`src/rtl/time_preset.sv`:
```
`default_nettype none
// ============================================================================
//  Module      : time_preset
//  Description : MM:SS preset entry for the countdown timer. MODE steps
//                IDLE -> SET_MIN -> SET_SEC -> IDLE; INC (edge + auto-repeat)
//                counts the selected BCD field up. Leaving SET_SEC emits a
//                one-cycle LOAD strobe for the down-counter chain.
//  Revision    : 1.0 - initial release
// ============================================================================
module time_preset #(
    parameter int REPEAT_DELAY = 8,
    parameter int REPEAT_RATE  = 2,
    parameter int CNT_BITS     = 8
) (
    input  logic       clk_i,
    input  logic       clr_i,
    input  logic       tick_i,
    input  logic       btn_mode_i,
    input  logic       btn_inc_i,
    output logic [3:0] m1_o,
    output logic [3:0] m0_o,
    output logic [3:0] s1_o,
    output logic [3:0] s0_o,
    output logic       edit_min_o,
    output logic       edit_sec_o,
    output logic       load_o,
    output logic       zero_o
);

    localparam logic [1:0] c_idle    = 2'd0;
    localparam logic [1:0] c_set_min = 2'd1;
    localparam logic [1:0] c_set_sec = 2'd2;

    localparam logic [CNT_BITS-1:0] c_delay = CNT_BITS'(REPEAT_DELAY);
    localparam logic [CNT_BITS-1:0] c_rate  = CNT_BITS'(REPEAT_RATE);
    localparam logic [CNT_BITS-1:0] c_one   = CNT_BITS'(1);

    logic [1:0]          state_q, state_d;
    logic                load_q, load_d;
    logic                inc_q;
    logic [CNT_BITS-1:0] cnt_q, cnt_d;
    logic                rep_q, rep_d;
    logic [3:0]          m1_q, m0_q, s1_q, s0_q;
    logic [3:0]          m1_d, m0_d, s1_d, s0_d;
    logic                w_inc_ev;
    logic                w_edit;
    logic [CNT_BITS-1:0] w_cnt_inc;

    assign w_edit    = (state_q == c_set_min) || (state_q == c_set_sec);
    assign w_cnt_inc = cnt_q + c_one;

    // Field FSM: every MODE pulse advances the state; the SET_SEC exit loads.
    always_comb begin
        state_d = state_q;
        load_d  = 1'b0;
        if (btn_mode_i) begin
            case (state_q)
                c_idle:    state_d = c_set_min;
                c_set_min: state_d = c_set_sec;
                c_set_sec: begin
                    state_d = c_idle;
                    load_d  = 1'b1;
                end
                default:   state_d = c_idle;
            endcase
        end
    end

    // Increment source: INC rising edge, then delayed and periodic auto-repeat.
    // A MODE pulse wins over any increment and restarts the repeat timing.
    always_comb begin
        cnt_d    = cnt_q;
        rep_d    = rep_q;
        w_inc_ev = 1'b0;
        if (!w_edit || btn_mode_i || !btn_inc_i) begin
            cnt_d = '0;
            rep_d = 1'b0;
        end else if (!inc_q) begin
            cnt_d    = '0;
            w_inc_ev = 1'b1;
        end else if (tick_i) begin
            if (w_cnt_inc == (rep_q ? c_rate : c_delay)) begin
                cnt_d    = '0;
                rep_d    = 1'b1;
                w_inc_ev = 1'b1;
            end else begin
                cnt_d = w_cnt_inc;
            end
        end
    end

    // BCD increment of the selected field only: minutes wrap 99->00, seconds 59->00.
    always_comb begin
        m1_d = m1_q;
        m0_d = m0_q;
        s1_d = s1_q;
        s0_d = s0_q;
        if (w_inc_ev && state_q == c_set_min) begin
            if (m0_q == 4'd9) begin
                m0_d = 4'd0;
                m1_d = (m1_q == 4'd9) ? 4'd0 : m1_q + 4'd1;
            end else begin
                m0_d = m0_q + 4'd1;
            end
        end else if (w_inc_ev && state_q == c_set_sec) begin
            if (s0_q == 4'd9) begin
                s0_d = 4'd0;
                s1_d = (s1_q == 4'd5) ? 4'd0 : s1_q + 4'd1;
            end else begin
                s0_d = s0_q + 4'd1;
            end
        end
    end

    // State, digit and repeat registers with synchronous clear.
    always_ff @(posedge clk_i) begin
        if (clr_i) begin
            state_q <= c_idle;
            load_q  <= 1'b0;
            inc_q   <= 1'b0;
            cnt_q   <= '0;
            rep_q   <= 1'b0;
            m1_q    <= 4'd0;
            m0_q    <= 4'd0;
            s1_q    <= 4'd0;
            s0_q    <= 4'd0;
        end else begin
            state_q <= state_d;
            load_q  <= load_d;
            inc_q   <= btn_inc_i;
            cnt_q   <= cnt_d;
            rep_q   <= rep_d;
            m1_q    <= m1_d;
            m0_q    <= m0_d;
            s1_q    <= s1_d;
            s0_q    <= s0_d;
        end
    end

    assign m1_o       = m1_q;
    assign m0_o       = m0_q;
    assign s1_o       = s1_q;
    assign s0_o       = s0_q;
    assign edit_min_o = (state_q == c_set_min);
    assign edit_sec_o = (state_q == c_set_sec);
    assign load_o     = load_q;
    assign zero_o     = (m1_q == 4'd0) && (m0_q == 4'd0) && (s1_q == 4'd0) && (s0_q == 4'd0);

endmodule
`default_nettype wire

```
`config.mk`:
```
export PLATFORM = sky130hd
export DESIGN_NAME = time_preset
export DESIGN_NICKNAME = d
export VERILOG_FILES = /design/src/rtl/time_preset.sv
export SDC_FILE = /design/constraint.sdc
export NUM_CORES = 1
export LEC_CHECK = 0
export ABC_CLOCK_PERIOD_IN_PS = 2270
export CORE_UTILIZATION = 45
export CTS_CLUSTER_SIZE = 30
export DETAILED_ROUTE_END_ITERATION = 10
export GPL_ROUTABILITY_DRIVEN = 1
export GPL_TIMING_DRIVEN = 1
export MAX_ROUTING_LAYER = met4
export PLACE_DENSITY = 0.71
export SLEW_MARGIN = 20
export SYNTH_ARGS = -nofsm -noshare
export SYNTH_HDL_FRONTEND = slang
export SYNTH_SLANG_ARGS = --single-unit
```
`constraint.sdc`:
```
create_clock -name clk_i -period 2.27 [get_ports clk_i]
set_clock_uncertainty 0.15 [all_clocks]
set_input_delay 0.454 -clock clk_i [delete_from_list [all_inputs] [get_ports clk_i]]
set_output_delay 0.454 -clock clk_i [all_outputs]
set_load 0.01 [all_outputs]
```
Word-level counts from Yosys, hierarchy flattened
Cells that the tools add are included.
Widths: inputs -> output; s select.
{ "word_totals": {"output_inout_bits": 20, "inputBits": 5, "elab_cells": 58, "ff_bits": 29} }
{ "classes": {"add_sub_neg": 5, "bitwise": 3, "n_eq_ne": 7, "muxes": 12, "n_reduce_logical": 22} }
{ "op_table": {"columns": ["operator", "count"], "rows": [
  ["$mux 4", 5],
  ["$add 4x1->4 const B", 4],
  ["$logic_not 4->1", 4],
  ["$eq 4x4->1 const B", 3],
  ["$add 8x1->8 const B", 1],
  ["$eq 8x4->1", 1],
  ["$mux 8", 1],
  ["$reduce_and 3->1", 2],
  ["$logic_and 1x1->1", 5],
  ["$mux 1", 5],
  ["$eq 4x3->1 const B", 1],
  ["$pmux 2 s2", 1],
  ["$reduce_and 2->1", 2],
  ["$reduce_or 2->1", 2],
  ["$logic_or 1x1->1", 3],
  ["$not 1->1", 3],
  ["$reduce_or 3->1", 1],
  ["$eq 2x1->1 const B", 1],
  ["$eq 2x2->1 const B", 1],
  ["$logic_not 1->1", 2],
  ["$logic_not 2->1", 1]
]} }

Longest topological paths before layout
Gate-level depths: netlist (run 1).
{ "logic_depth": {"depth_word": 9, "mapped_depth": 10, "ltp_nobuf": 8} }

Least setup slack after synthesis (run 1)
No wires, ideal clock.
{ "synth_path": {"path_type": "register -> register", "startpoint": "register cnt_q[0]", "endpoint": "register s0_q[1], in the netlist s0_o[1]", "arrival_time_ns": 2.025, "setup_time_ns": 0.070, "required_time_ns": 2.050, "stages_incl_launch_ff": 10, "synth_period_minus_slack_ns": 2.246, "path_slack_ns": 0.024, "path_cell_list": "dfxtp_1 > ha_1 > nor3_1 > a31oi_1 > and4b_1 > buf_2 > a31oi_1 > buf_2 > or4_1 > a21oi_1"} }
{ "synth_between": {"elab_chain_cells": 9, "word_cells_on_any_way": 10, "cone_classes": "add/sub: 1; eq/ne: 1; mux: 4; bitwise: 1; reduce/logical: 3"} }
{ "synth_rtl": {"columns": ["element", "line", "source"], "rows": [
  ["from (decl)", "41", "logic [CNT_BITS-1:0] cnt_q, cnt_d;"],
  ["from (signal assigned)", "131", "cnt_q <= cnt_d;"],
  ["$add 8x1->8 (*)", "50", "assign w_cnt_inc = cnt_q + c_one;"],
  ["$eq 8x4->1 (*)", "82", "if (w_cnt_inc == (rep_q ? c_rate : c_delay)) begin"],
  ["$mux 1 (*)", "82", null],
  ["$mux 1 (*)", "81", "end else if (tick_i) begin"],
  ["$mux 1 (*)", "78", "end else if (!inc_q) begin"],
  ["$mux 1 (*)", "75", "if (!w_edit || btn_mode_i || !btn_inc_i) begin"],
  ["$logic_and 1x1->1", "98", "if (w_inc_ev && state_q == c_set_min) begin"],
  ["$not 1->1 (no line)", null, null],
  ["$reduce_and 2->1 (no line) (*)", null, null],
  ["to (signal assigned)", "126", "s0_q <= 4'd0;"],
  ["to (signal assigned)", "136", "s0_q <= s0_d;"],
  ["to (decl)", "43", "logic [3:0] m1_q, m0_q, s1_q, s0_q;"]
]} }
Every way passes the cells marked *; elsewhere a longest branch is shown, timed or not.
A chain may end at the register's enable or synchronous reset.

Worst setup path after layout (run 1)
{ "layout_path": {"startpoint": "register cnt_q[3]", "endpoint": "register s1_q[3], in the netlist s1_o[3]"} }
{ "layout_between": {"elab_chain_cells": 9, "word_cells_on_any_way": 10, "cone_classes": "add/sub: 1; eq/ne: 1; mux: 4; bitwise: 1; reduce/logical: 3"} }
{ "layout_rtl": {"columns": ["element", "line", "source"], "rows": [
  ["$add 8x1->8 (*)", "50", null],
  ["$eq 8x4->1 (*)", "82", null],
  ["$mux 1 (*)", "82", null],
  ["$mux 1 (*)", "81", null],
  ["$mux 1 (*)", "78", null],
  ["$mux 1 (*)", "75", null],
  ["$logic_and 1x1->1", "98", null],
  ["$not 1->1 (no line)", null, null],
  ["$reduce_and 3->1 (no line) (*)", null, null],
  ["to (signal assigned)", "125", "s1_q <= 4'd0;"],
  ["to (signal assigned)", "135", "s1_q <= s1_d;"],
  ["to (decl)", "43", null]
]} }
Marks and branches as above.

==> results of run 1 <==
==> worst max-delay path: stages, from the launching register on <==
cell	delay (ps)
dfxtp_4	370
buf_4	140
xnor2_1	160
a31oi_1	110
and4b_2	330
buf_4	150
nand4_1	210
a21oi_2	200
mux2_2	330
==> layout by cell type, fill, tap and decap left out, types with 3 or more instances in the layout <==
| master | count |
|---|---|
| ha_1 | 3 |
| and3_1 | 3 |
| dfxtp_1 | 22 |
| nand4_1 | 8 |
| nor2b_1 | 8 |
| nand3_1 | 8 |
| dfxtp_2 | 5 |
| buf_4 | 32 |
| or4_1 | 7 |
| a21oi_2 | 6 |
| clkbuf_8 | 6 |
| a31oi_1 | 4 |
| o31ai_1 | 4 |
| nor3_1 | 5 |
| nor2_1 | 19 |
| xnor2_1 | 5 |
| o21ai_0 | 10 |
| clkdlybuf4s50_1 | 23 |
| xor2_1 | 4 |
| inv_1 | 10 |
| nand2_1 | 15 |
| a21oi_1 | 11 |
| buf_6 | 4 |
| or3_1 | 3 |
==> registers in the layout (all words and copies together), names as in the netlist <==
name and count:
cnt_q 8, s1_o 4, state_q 2, s0_o 4, inc_q 1, rep_q 1
m1_o 4, m0_o 4, load_o 1
==> layout make-up <==
class                           count  area (um2)
Sequential cell                    29         594
Tap cell                           46        57.6
Multi-Input combinational cell    158        1070
Timing Repair Buffer               60         520
Inverter                           10        37.5
Clock buffer                        7        86.3
Fill cell                         290        1080
==> cell families after synthesis <==
family	share of synthesized area (%)
AND/OR/NAND/NOR	30.3
AO/OA/AOI/OAI	17.5
flip-flops	34.9
buffers and inverters	6.54
XOR/XNOR	5.26
multiplexers	2.55
adder cells (fa/ha/maj)	3.01
==> worst max path at each step <==
stage / endpoint / slack [ps] / depth (start not counted)
after floorplan: s0_o[1]$_SDFFE_PP0P_ / 20 / 9
after CTS: s1_o[0]$_SDFFE_PP0P_ / 5 / 8
final: s1_o[3]$_SDFFE_PP0P_ / 20 / 8
after global placement: s1_o[3]$_SDFFE_PP0P_ / -170 / 7
after detailed placement: s1_o[3]$_SDFFE_PP0P_ / -200 / 7
after global routing: s1_o[3]$_SDFFE_PP0P_ / -40 / 8
==> metal layers <==
metal	vias up	share of wire, %
met4	0	1.4
met1	792	46
met5	-	0
li1	866	-
met3	7	5.0
met2	44	47
==> per-stage QoR <==
stage	setup slack (ps)	instance area, um2
after floorplan	24.3	1670
after global placement	-166	2130
after detailed placement	-203	2130
after CTS	5.06	2240
after global routing	-36.4	2370
final	18.9	2370
==> power breakdown <==
part | switching (uW) | internal, uW
logic | 45.1 | 40.2
clock network | 195 | 240
registers | 3.06 | 512
total | 243 | 792
==> repair_timing <==
item / 4_1_cts / 5_1_grt
buffers inserted: 1 / 2
resized for setup: 6 / 37
endpoints found under the setup margin: 12 / 15
cloned: 0 / 1
pin swaps: 0 / 12
==> impl_metrics.yaml, run 1 <==
global_route:
  grt_overflow: 0
  grtUsageMet2_pct: 38.5
  grt_pass1_wl_um: 7250
  grt_start_max_net_pins: 17
  met1_usage_pct: 28.3
  track_usage_pct: 24.1
  grt_busiest_layer: "met2"
  met3_usage_pct: 6.93
  grt_pass1_vias: 1589
  antenna_found_initial: 0
timing:
  slew_viol_final: 0
  finalHoldViolCount: 0
  period_share_pct: 99.2
  whs_ps: 359
  rsz0062_at_grt: "true"
  fmax_mhz: 444
  max_slew_margin_pct: 78.4
  fin_tns_setup_ps: 0
  setup_viol: 0
  period_needed_ps: 2250
  tightest_slew_ps: 323
drt:
  dr.pass1.iters: 4
  avgRoutedWirePerCell_um: 14.0
  first_iter_violations: 145
  wl_um: 4350
  vias: 1709
  drc_errors: 0
  via_per_inst: 5.51
  postRouteAntennaNets: 0
critical_path:
  startpoint_type: "flip-flop"
  critPathArrivalTime_ps: 2280
  crit_path_end_kind: "flip-flop"
  worstRegToRegCells: 8
  worstPathRequired_ps: 2300
  reg2reg_slack_ps: 20
  startpoint: "cnt_q[3]$_SDFFE_PP0P_"
  r2r_start: "cnt_q[3]$_SDFFE_PP0P_"
  r2r-end: "s1_o[3]$_SDFFE_PP0P_"
  path_class: "flip-flop to flip-flop"
  cp_max_fo: 7
yosys:
  synth.most_common_cell: "dfxtp_1"
  ys_warn_count: 0
  synthTopCellsByArea: "dfxtp_1 (35%), a21oi_1 (5.1%), nor2_1 (4.5%)"
  synth-async-reset-ratio_pct: 0
  synth.top_cells.by_count: "dfxtp_1 (29), nor2_1 (20), a21oi_1 (17), nand2_1 (17)"
  synth_cell_types: 41
  netlist_instances: 210
  syn_area_um2: 1670
  synth_edf_count: 0
  yosysTopAreaCell: "dfxtp_1"
  avgSynthCellArea_um2: 7.93
  synth_seq_cells: 29
  yosysTopAreaCellShare_pct: 34.9
  ys.flop_type: "dfxtp_1"
  yosysSeqAreaShare_pct: 34.9
  syn_nets: 219
die:
  rows: 21
  core_um2: 3440
  start_util_pct: 48.4
  design.die.area_um2: 3950
  io_pins: 25
  die_h_um: 62.8
  die_w_um: 62.8
placement:
  hpwl_um: 2960
  gp_congestion: 0.877
  placed_cells: 299
  port_buffers: 24
clock_tree:
  cts_hold_buf: 0
  cts_root_buf: "clkbuf_8"
  cts_tree: "yes"
  h-tree-depth: 2
  cts_sinks: 29
  clk_path_buf_depth: 2
  clk_latency_ps: 280
  cts_buffers: 5
  path_clk_slew_ps: 60
power_and_ir_drop:
  p_per_area_nw_per_um2: 438
  power_uw: 1040
  power.leakage_uw: 0.000848
  ir_worst_vdd_uv: 307
hold_path:
  worstHoldPathCells: 2
  min-delay-start: "state_q[1]$_SDFFE_PP0P_"
  holdPathEnd: "state_q[1]$_SDFFE_PP0P_"
  min_path_type: "flip-flop to flip-flop"
layout:
  nNetsFinal: 273
  post-route-util_pct: 68.7
  instances_no_fill: 310
  area_delta_synth_final_pct: 42.1
  n_antenna_cell: 0
  drive_gt1_share_pct: 28.8
run_status:
  status: "finished clean"
job:
  cap_violations: 0
(Power assumes the default switching activity.)
==> run 2: changes to the inputs <==
Settings changed: CTS_CLUSTER_SIZE 30 to 10.
==> results of run 2 <==
The final DEF is identical to that of run 1; final timing and power are the same.
